File: src/rtl/seg_pkg.sv
// Shared types, constants and helpers for the multiplexed 7-segment scan controller.
package seg_pkg;

  typedef enum logic [1:0] {IDLE, BLANK, DRIVE} scan_state_t;

  localparam int MAX_DIGITS = 8;
  localparam logic [MAX_DIGITS-1:0] ANODE_OFF = '1;

  function automatic logic [3:0] nibble_sel(input logic [4*MAX_DIGITS-1:0] vec,
                                            input logic [2:0]              idx);
    return vec[4*idx +: 4];
  endfunction

endpackage

File: src/rtl/seg_slot_timer.sv
// Down-counting slot timer: load starts a slot, tc is high while the count sits at zero.
module seg_slot_timer #(
  parameter int WIDTH = 8
) (
  input  logic             clk,
  input  logic             reset,
  input  logic             clear,
  input  logic             load,
  input  logic [WIDTH-1:0] load_val,
  output logic             tc
);

  logic [WIDTH-1:0] count;

  always_ff @(posedge clk) begin
    if (reset || clear) begin
      count <= '0;
    end else if (load) begin
      count <= load_val;
    end else if (count != '0) begin
      count <= count - 1'b1;
    end
  end

  assign tc = (count == '0);

endmodule

File: src/rtl/seg_scan_ctrl.sv
// Digit scanner for a multiplexed hex display with anti-ghost blanking and frame-aligned value latching.
// Define SEG_LZ_BLANK_EN to suppress leading zeros (digit 0 is always shown).
module seg_scan_ctrl
  import seg_pkg::*;
#(
  parameter int NUM_DIGITS   = 4,
  parameter int CLK_DIV      = 50000,
  parameter int BLANK_CYCLES = 16
) (
  input  logic                    clk,
  input  logic                    reset,
  input  logic                    enable,
  input  logic [4*NUM_DIGITS-1:0] value,
  input  logic [NUM_DIGITS-1:0]   dp_in,
  input  logic                    load,
  output logic [3:0]              digit_hex,
  output logic [NUM_DIGITS-1:0]   an_n,
  output logic                    dp_n,
  output logic                    frame_done
);

  localparam int IDX_W   = (NUM_DIGITS > 1) ? $clog2(NUM_DIGITS) : 1;
  localparam int CNT_MAX = (CLK_DIV > BLANK_CYCLES) ? CLK_DIV : BLANK_CYCLES;
  localparam int CNT_W   = $clog2(CNT_MAX + 1);

  localparam logic [IDX_W-1:0] LAST_IDX   = IDX_W'(NUM_DIGITS - 1);
  localparam logic [CNT_W-1:0] BLANK_LOAD = CNT_W'(BLANK_CYCLES - 1);
  localparam logic [CNT_W-1:0] DRIVE_LOAD = CNT_W'(CLK_DIV - 1);

  scan_state_t state, state_nxt;
  logic [IDX_W-1:0]        idx, idx_nxt;
  logic                    tmr_load, tmr_clear, tc;
  logic [CNT_W-1:0]        tmr_val;
  logic                    boundary;
  logic [4*NUM_DIGITS-1:0] shadow_val, shadow_val_nxt, pend_val;
  logic [NUM_DIGITS-1:0]   shadow_dp, shadow_dp_nxt, pend_dp;
  logic                    pend_valid;
  logic [4*MAX_DIGITS-1:0] shadow_ext;
  logic                    lz_blank;

  seg_slot_timer #(.WIDTH(CNT_W)) u_slot_timer (
    .clk      (clk),
    .reset    (reset),
    .clear    (tmr_clear),
    .load     (tmr_load),
    .load_val (tmr_val),
    .tc       (tc)
  );

  always_comb begin
    state_nxt  = state;
    idx_nxt    = idx;
    tmr_load   = 1'b0;
    tmr_clear  = 1'b0;
    tmr_val    = BLANK_LOAD;
    boundary   = 1'b0;
    frame_done = 1'b0;
    if (!enable) begin
      state_nxt = IDLE;
      idx_nxt   = '0;
      tmr_clear = 1'b1;
    end else begin
      case (state)
        IDLE: begin
          state_nxt = BLANK;
          idx_nxt   = '0;
          tmr_load  = 1'b1;
          boundary  = 1'b1;
        end
        BLANK: begin
          if (tc) begin
            state_nxt = DRIVE;
            tmr_load  = 1'b1;
            tmr_val   = DRIVE_LOAD;
          end
        end
        DRIVE: begin
          if (tc) begin
            state_nxt = BLANK;
            tmr_load  = 1'b1;
            if (idx == LAST_IDX) begin
              idx_nxt    = '0;
              boundary   = 1'b1;
              frame_done = !reset;
            end else begin
              idx_nxt = idx + 1'b1;
            end
          end
        end
        default: state_nxt = IDLE;
      endcase
    end
  end

  // A load landing on the boundary bypasses pending so it shows in the very next frame.
  always_comb begin
    shadow_val_nxt = shadow_val;
    shadow_dp_nxt  = shadow_dp;
    if (boundary) begin
      if (load) begin
        shadow_val_nxt = value;
        shadow_dp_nxt  = dp_in;
      end else if (pend_valid) begin
        shadow_val_nxt = pend_val;
        shadow_dp_nxt  = pend_dp;
      end
    end
  end

  always_comb begin
    shadow_ext                   = '0;
    shadow_ext[4*NUM_DIGITS-1:0] = shadow_val_nxt;
  end

  always_ff @(posedge clk) begin
    if (reset) begin
      state      <= IDLE;
      idx        <= '0;
      shadow_val <= '0;
      shadow_dp  <= '0;
      pend_val   <= '0;
      pend_dp    <= '0;
      pend_valid <= 1'b0;
      digit_hex  <= 4'h0;
    end else begin
      state      <= state_nxt;
      idx        <= idx_nxt;
      shadow_val <= shadow_val_nxt;
      shadow_dp  <= shadow_dp_nxt;
      if (boundary) begin
        pend_valid <= 1'b0;
      end else if (load) begin
        pend_val   <= value;
        pend_dp    <= dp_in;
        pend_valid <= 1'b1;
      end
      // Decoder input changes only on blank entry so segments settle while anodes are off.
      if (state_nxt == BLANK && state != BLANK) begin
        digit_hex <= nibble_sel(shadow_ext, 3'(idx_nxt));
      end else if (state_nxt == IDLE) begin
        digit_hex <= 4'h0;
      end
    end
  end

`ifdef SEG_LZ_BLANK_EN
  logic [IDX_W-1:0] msd;
  always_comb begin
    msd = '0;
    for (int i = 1; i < NUM_DIGITS; i++) begin
      if (shadow_val[4*i +: 4] != 4'h0) msd = IDX_W'(i);
    end
  end
  assign lz_blank = (idx > msd);
`else
  assign lz_blank = 1'b0;
`endif

  always_comb begin
    an_n = ANODE_OFF[NUM_DIGITS-1:0];
    dp_n = 1'b1;
    if (state == DRIVE) begin
      if (!lz_blank) an_n[idx] = 1'b0;
      dp_n = ~shadow_dp[idx];
    end
  end

endmodule

File: config.mk
export PLATFORM = sky130hd
export DESIGN_NAME = seg_scan_ctrl
export DESIGN_NICKNAME = d
export VERILOG_FILES = /design/src/rtl/seg_pkg.sv /design/src/rtl/seg_slot_timer.sv /design/src/rtl/seg_scan_ctrl.sv
export SDC_FILE = /design/constraint.sdc
export NUM_CORES = 1
export LEC_CHECK = 0
export CAP_MARGIN = 10
export CORE_MARGIN = 5
export CORE_UTILIZATION = 40
export CTS_CLUSTER_DIAMETER = 40
export DETAILED_ROUTE_END_ITERATION = 16
export PLACE_DENSITY_LB_ADDON = 0.05
export SYNTH_ARGS = -nofsm -noshare
export SYNTH_HDL_FRONTEND = slang
export SYNTH_SLANG_ARGS = --single-unit
File: constraint.sdc
create_clock -name clk -period 4.8 [get_ports clk]
set_clock_uncertainty 0.1 [all_clocks]
set_input_delay 0.72 -clock clk [delete_from_list [all_inputs] [get_ports clk]]
set_output_delay 0.72 -clock clk [all_outputs]
set_load 0.05 [all_outputs]
==> impl_metrics.py <==
metrics = {
    "sta": {
        "tightest_slew_ns": 0.9226,
        "finalWorstPathRequiredPeriod_ns": 3.635,
        "final.setup.tns_ns": 0,
        "slew_violations": 0,
        "timing.max_slew.rel_slack": 0.3808,
        "final.hold.worst_slack_ns": 0.3522,
        "setup_viol": 0,
        "fmax_ghz": 0.2751,
        "finalCritPeriodShare": 0.7574,
        "rsz0062_at_grt": "false",
        "final-hold-violation-count": 0,
    },
    "critical_path": {
        "required_ns": 3.98,
        "crit_path_cell_trace": "clkdlybuf4s50_1 > nand2b_1 > nor3_1 > clkdlybuf4s50_1",
        "timing.critical_path.to_type": "primary output",
        "cp_top_family": "buffers and inverters",
        "cp_num_buf_inv": 2,
        "rr_endpoint": "digit_hex[0]",
        "maximum_fanout_along_the_worst_path": 14,
        "regToRegSetupSlack_ns": 1.44,
        "cell_with_the_largest_stage_delay_on_the_worst_path": "sky130_fd_sc_hd__clkdlybuf4s50_1",
        "regToRegStartpoint": "u_slot_timer.count[0]",
        "start_kind": "primary input",
        "reg2reg_depth": 9,
        "cpMostUsedCell": "sky130_fd_sc_hd__clkdlybuf4s50_1",
        "cpPeakStageDelay_ns": 0.84,
        "critical_path_data_arrival_time_ns": 2.82,
        "critPathKind": "in -> out",
    },
    "route": {
        "routed_via_density": 5.383,
        "drt_drc_violations_left": 0,
        "num_vias": 2767,
        "routed_wl_um": 8118,
        "wl_per_cell_um": 15.79,
        "drt_pre_antenna_iters": 4,
        "ant_nets": 0,
        "drt_iter0_markers": 130,
    },
    "power_and_ir_drop": {
        "comb_power_share": 0.272,
        "cellPowerDensity_nw_per_um2": 411.2,
        "total_power_mw": 1.571,
        "power.ir.vdd_worst_v": 0.0001659,
        "power.share.clock": 0.329,
        "pwr-share-seq": 0.399,
        "power_switching_mw": 0.5131,
        "p_int_mw": 1.058,
        "power_switching_share": 0.3265,
        "power_leakage_nw": 1.355,
    },
    "synth": {
        "dominantRegCellSynth": "sky130_fd_sc_hd__dfxtp_1",
        "synth_commonest_cells": "73 x sky130_fd_sc_hd__nand2_1, 65 x sky130_fd_sc_hd__dfxtp_1, 35 x sky130_fd_sc_hd__nor2_1",
        "yosys-mux-area-fraction": 0.02590,
        "post_synthesis_adder_cell_area_fraction": 0.03479,
        "netlist_instances": 384,
        "area_share_of_the_largest_cell_type_after_synthesis": 0.4020,
        "synth_edf_count": 0,
        "compound_gate_portion_of_the_synthesized_area": 0.2327,
        "postSynthRegisterBits": 65,
        "synth-seq-area-share": 0.4020,
        "post_synth_main_area_contributors": "sky130_fd_sc_hd__dfxtp_1 40%, sky130_fd_sc_hd__nand2_1 8.5%, sky130_fd_sc_hd__a21oi_1 4.8%",
        "synth_top_family_by_area": "compound AO/OA/AOI/OAI gates",
        "synth_top_cell_by_area": "sky130_fd_sc_hd__dfxtp_1",
        "synth_simple_gate_area_share": 0.2265,
        "syn_area_um2": 3237,
        "synthXorXnorAreaFrac": 0.02976,
        "netlist-cell-type-count": 55,
        "synth.yosys.warnings": 0,
        "avgSynthCellArea_um2": 8.429,
        "synthesis.nets": 417,
        "yosysMostFrequentCell": "sky130_fd_sc_hd__nand2_1",
        "postSynth.asyncResetShare": 0,
    },
    "clock_network": {
        "cts_setup_buffers": 0,
        "cts.repair.resized": 0,
        "h_tree_levels": 3,
        "clk_path_buf_depth": 2,
        "clock-root-buffer": "sky130_fd_sc_hd__clkbuf_8",
        "cts_made_buffers": 9,
        "clock-sinks": 65,
        "clock_tree_from_tritoncts": "done",
        "clk_latency_ns": 0.34,
        "hold_buffers": 0,
        "cts.clk_slew.worst_paths_ns": 0.07,
    },
    "grt": {
        "overflow": 0,
        "largest_net_degree_at_the_start_of_global_routing": 46,
        "grtUsageTotal": 0.1696,
        "number_of_global_route_vias_before_repair": 2707,
        "grt_pass1_wl_um": 13430,
        "initial_antenna_violation_count": 0,
    },
    "placed_design": {
        "gpl.final_weighted_congestion": 0.8039,
        "dp.final_hpwl_um": 5563,
        "io_buffer_count": 33,
    },
    "floorplan": {
        "die-width_um": 99.96,
        "placement_rows": 32,
        "start_util": 0.4146,
        "ioPinCount": 34,
        "die_footprint_um2": 9991,
        "dieHeight_um": 99.96,
        "core-area_um2": 7807,
    },
    "layout": {
        "final_nets": 440,
        "synthToLayoutAreaGrowth_pct": 18.05,
        "ratio_of_cells_with_drive_above_1_in_the_final_layout": 0.08252,
        "insertedDiodeCount": 0,
        "num-fill-cells": 771,
    },
    "run": {
        "drv.max_cap_violation_count": 0,
    },
    "hold_path": {
        "min_to": "pend_val[4]",
        "timing.hold.worst.class": "reg -> reg",
        "min_from": "pend_val[4]",
        "worst_hold_path.num_cells": 2,
    },
    "outcome": {
        "status": "complete, no violations",
    },
}
state kept, by name (all words and copies together) (netlist names):
register / cells
pend_valid: 1
pend_val: 16
shadow_dp: 4
u_slot_timer.count: 16
digit_hex: 4
shadow_val: 16
pend_dp: 4
idx: 2
state: 2
worst reg2reg max path: cells and delay by family (launching register included):
family	cells	cell delay, ns
AOI/OAI and AO/OA	4	0.91
adders and majority gates	1	0.21
buffers and inverters	1	0.08
DFF	1	0.31
and+or+nand+nor	3	1.68
stage by stage:
step                utilization  setup WS, ns  instances  area [um^2]
floorplan                     -         1.592        384         3237
global placement         0.4614         1.202        498         3602
detailed placement       0.4614         1.156        498         3602
CTS                      0.4894         1.174        514         3821
global route             0.4894         1.021        514         3821
finish                   0.4894         1.165        514         3821
routing by layer:
metal | global-route usage | share of wire | vias to the layer above
met3 | 0.02988 | 0.022 | 14
met2 | 0.2714 | 0.48 | 40
met5 | 0 | 0 | -
met1 | 0.2258 | 0.48 | 1294
met4 | 0.06933 | 0.021 | 0
li1 | - | - | 1419
power groups by stage:
stage               logic, mW  registers (mW)  clock network (mW)
finish                  0.427           0.627               0.517
global route            0.478           0.633               0.558
CTS                     0.434           0.627               0.534
detailed placement      0.430           0.640                   0
global placement        0.429           0.638                   0
floorplan               0.341           0.633                   0
layout by cell type (no fill, tap or decap), drive strengths merged, types with 4 or more instances in the layout:
| master | count |
|---|---|
| nand2 | 73 |
| dfxtp | 65 |
| nor2 | 36 |
| clkdlybuf4s50 | 33 |
| a21oi | 31 |
| o22a | 12 |
| inv | 12 |
| o22ai | 10 |
| clkbuf | 10 |
| o221ai | 10 |
| ha | 9 |
| o21ai | 9 |
| or3 | 8 |
| nor3 | 8 |
| xnor2 | 7 |
| a31oi | 7 |
| o211ai | 6 |
| nor2b | 6 |
| nand3 | 5 |
| mux2i | 5 |
| a211oi | 5 |
| nor4 | 5 |
| a32o | 4 |
| xor2 | 4 |
layout make-up:
type / instances / area [um^2] / area share
clock buffer: 10 / 127.6 / 0.03340
tap: 102 / 127.6 / 0.03340
inverter: 11 / 41.29 / 0.01081
clock inverter: 6 / 91.34 / 0.02390
timing repair buffer: 36 / 352.8 / 0.09234
sequential: 65 / 1301 / 0.3405
multi-input combinational: 284 / 1779 / 0.4656
cell families (layout without fill, tap and decap cells):
family	count (synthesis)	after routing
buf+inv	35	63
xor+xnor	11	11
fa+ha+maj	9	9
simple gates	153	153
mux	7	7
compound gates	104	104
flops	65	65
how the worst max path moves through the flow:
stage,from,slack [ns],to,cells after the start
global route,enable,1.02,frame_done,4
CTS,enable,1.17,frame_done,4
floorplan,state[1],1.59,frame_done,4
detailed placement,enable,1.16,frame_done,4
global placement,enable,1.20,frame_done,4
finish,enable,1.16,frame_done,4
Power figures use the tool's default switching activity.
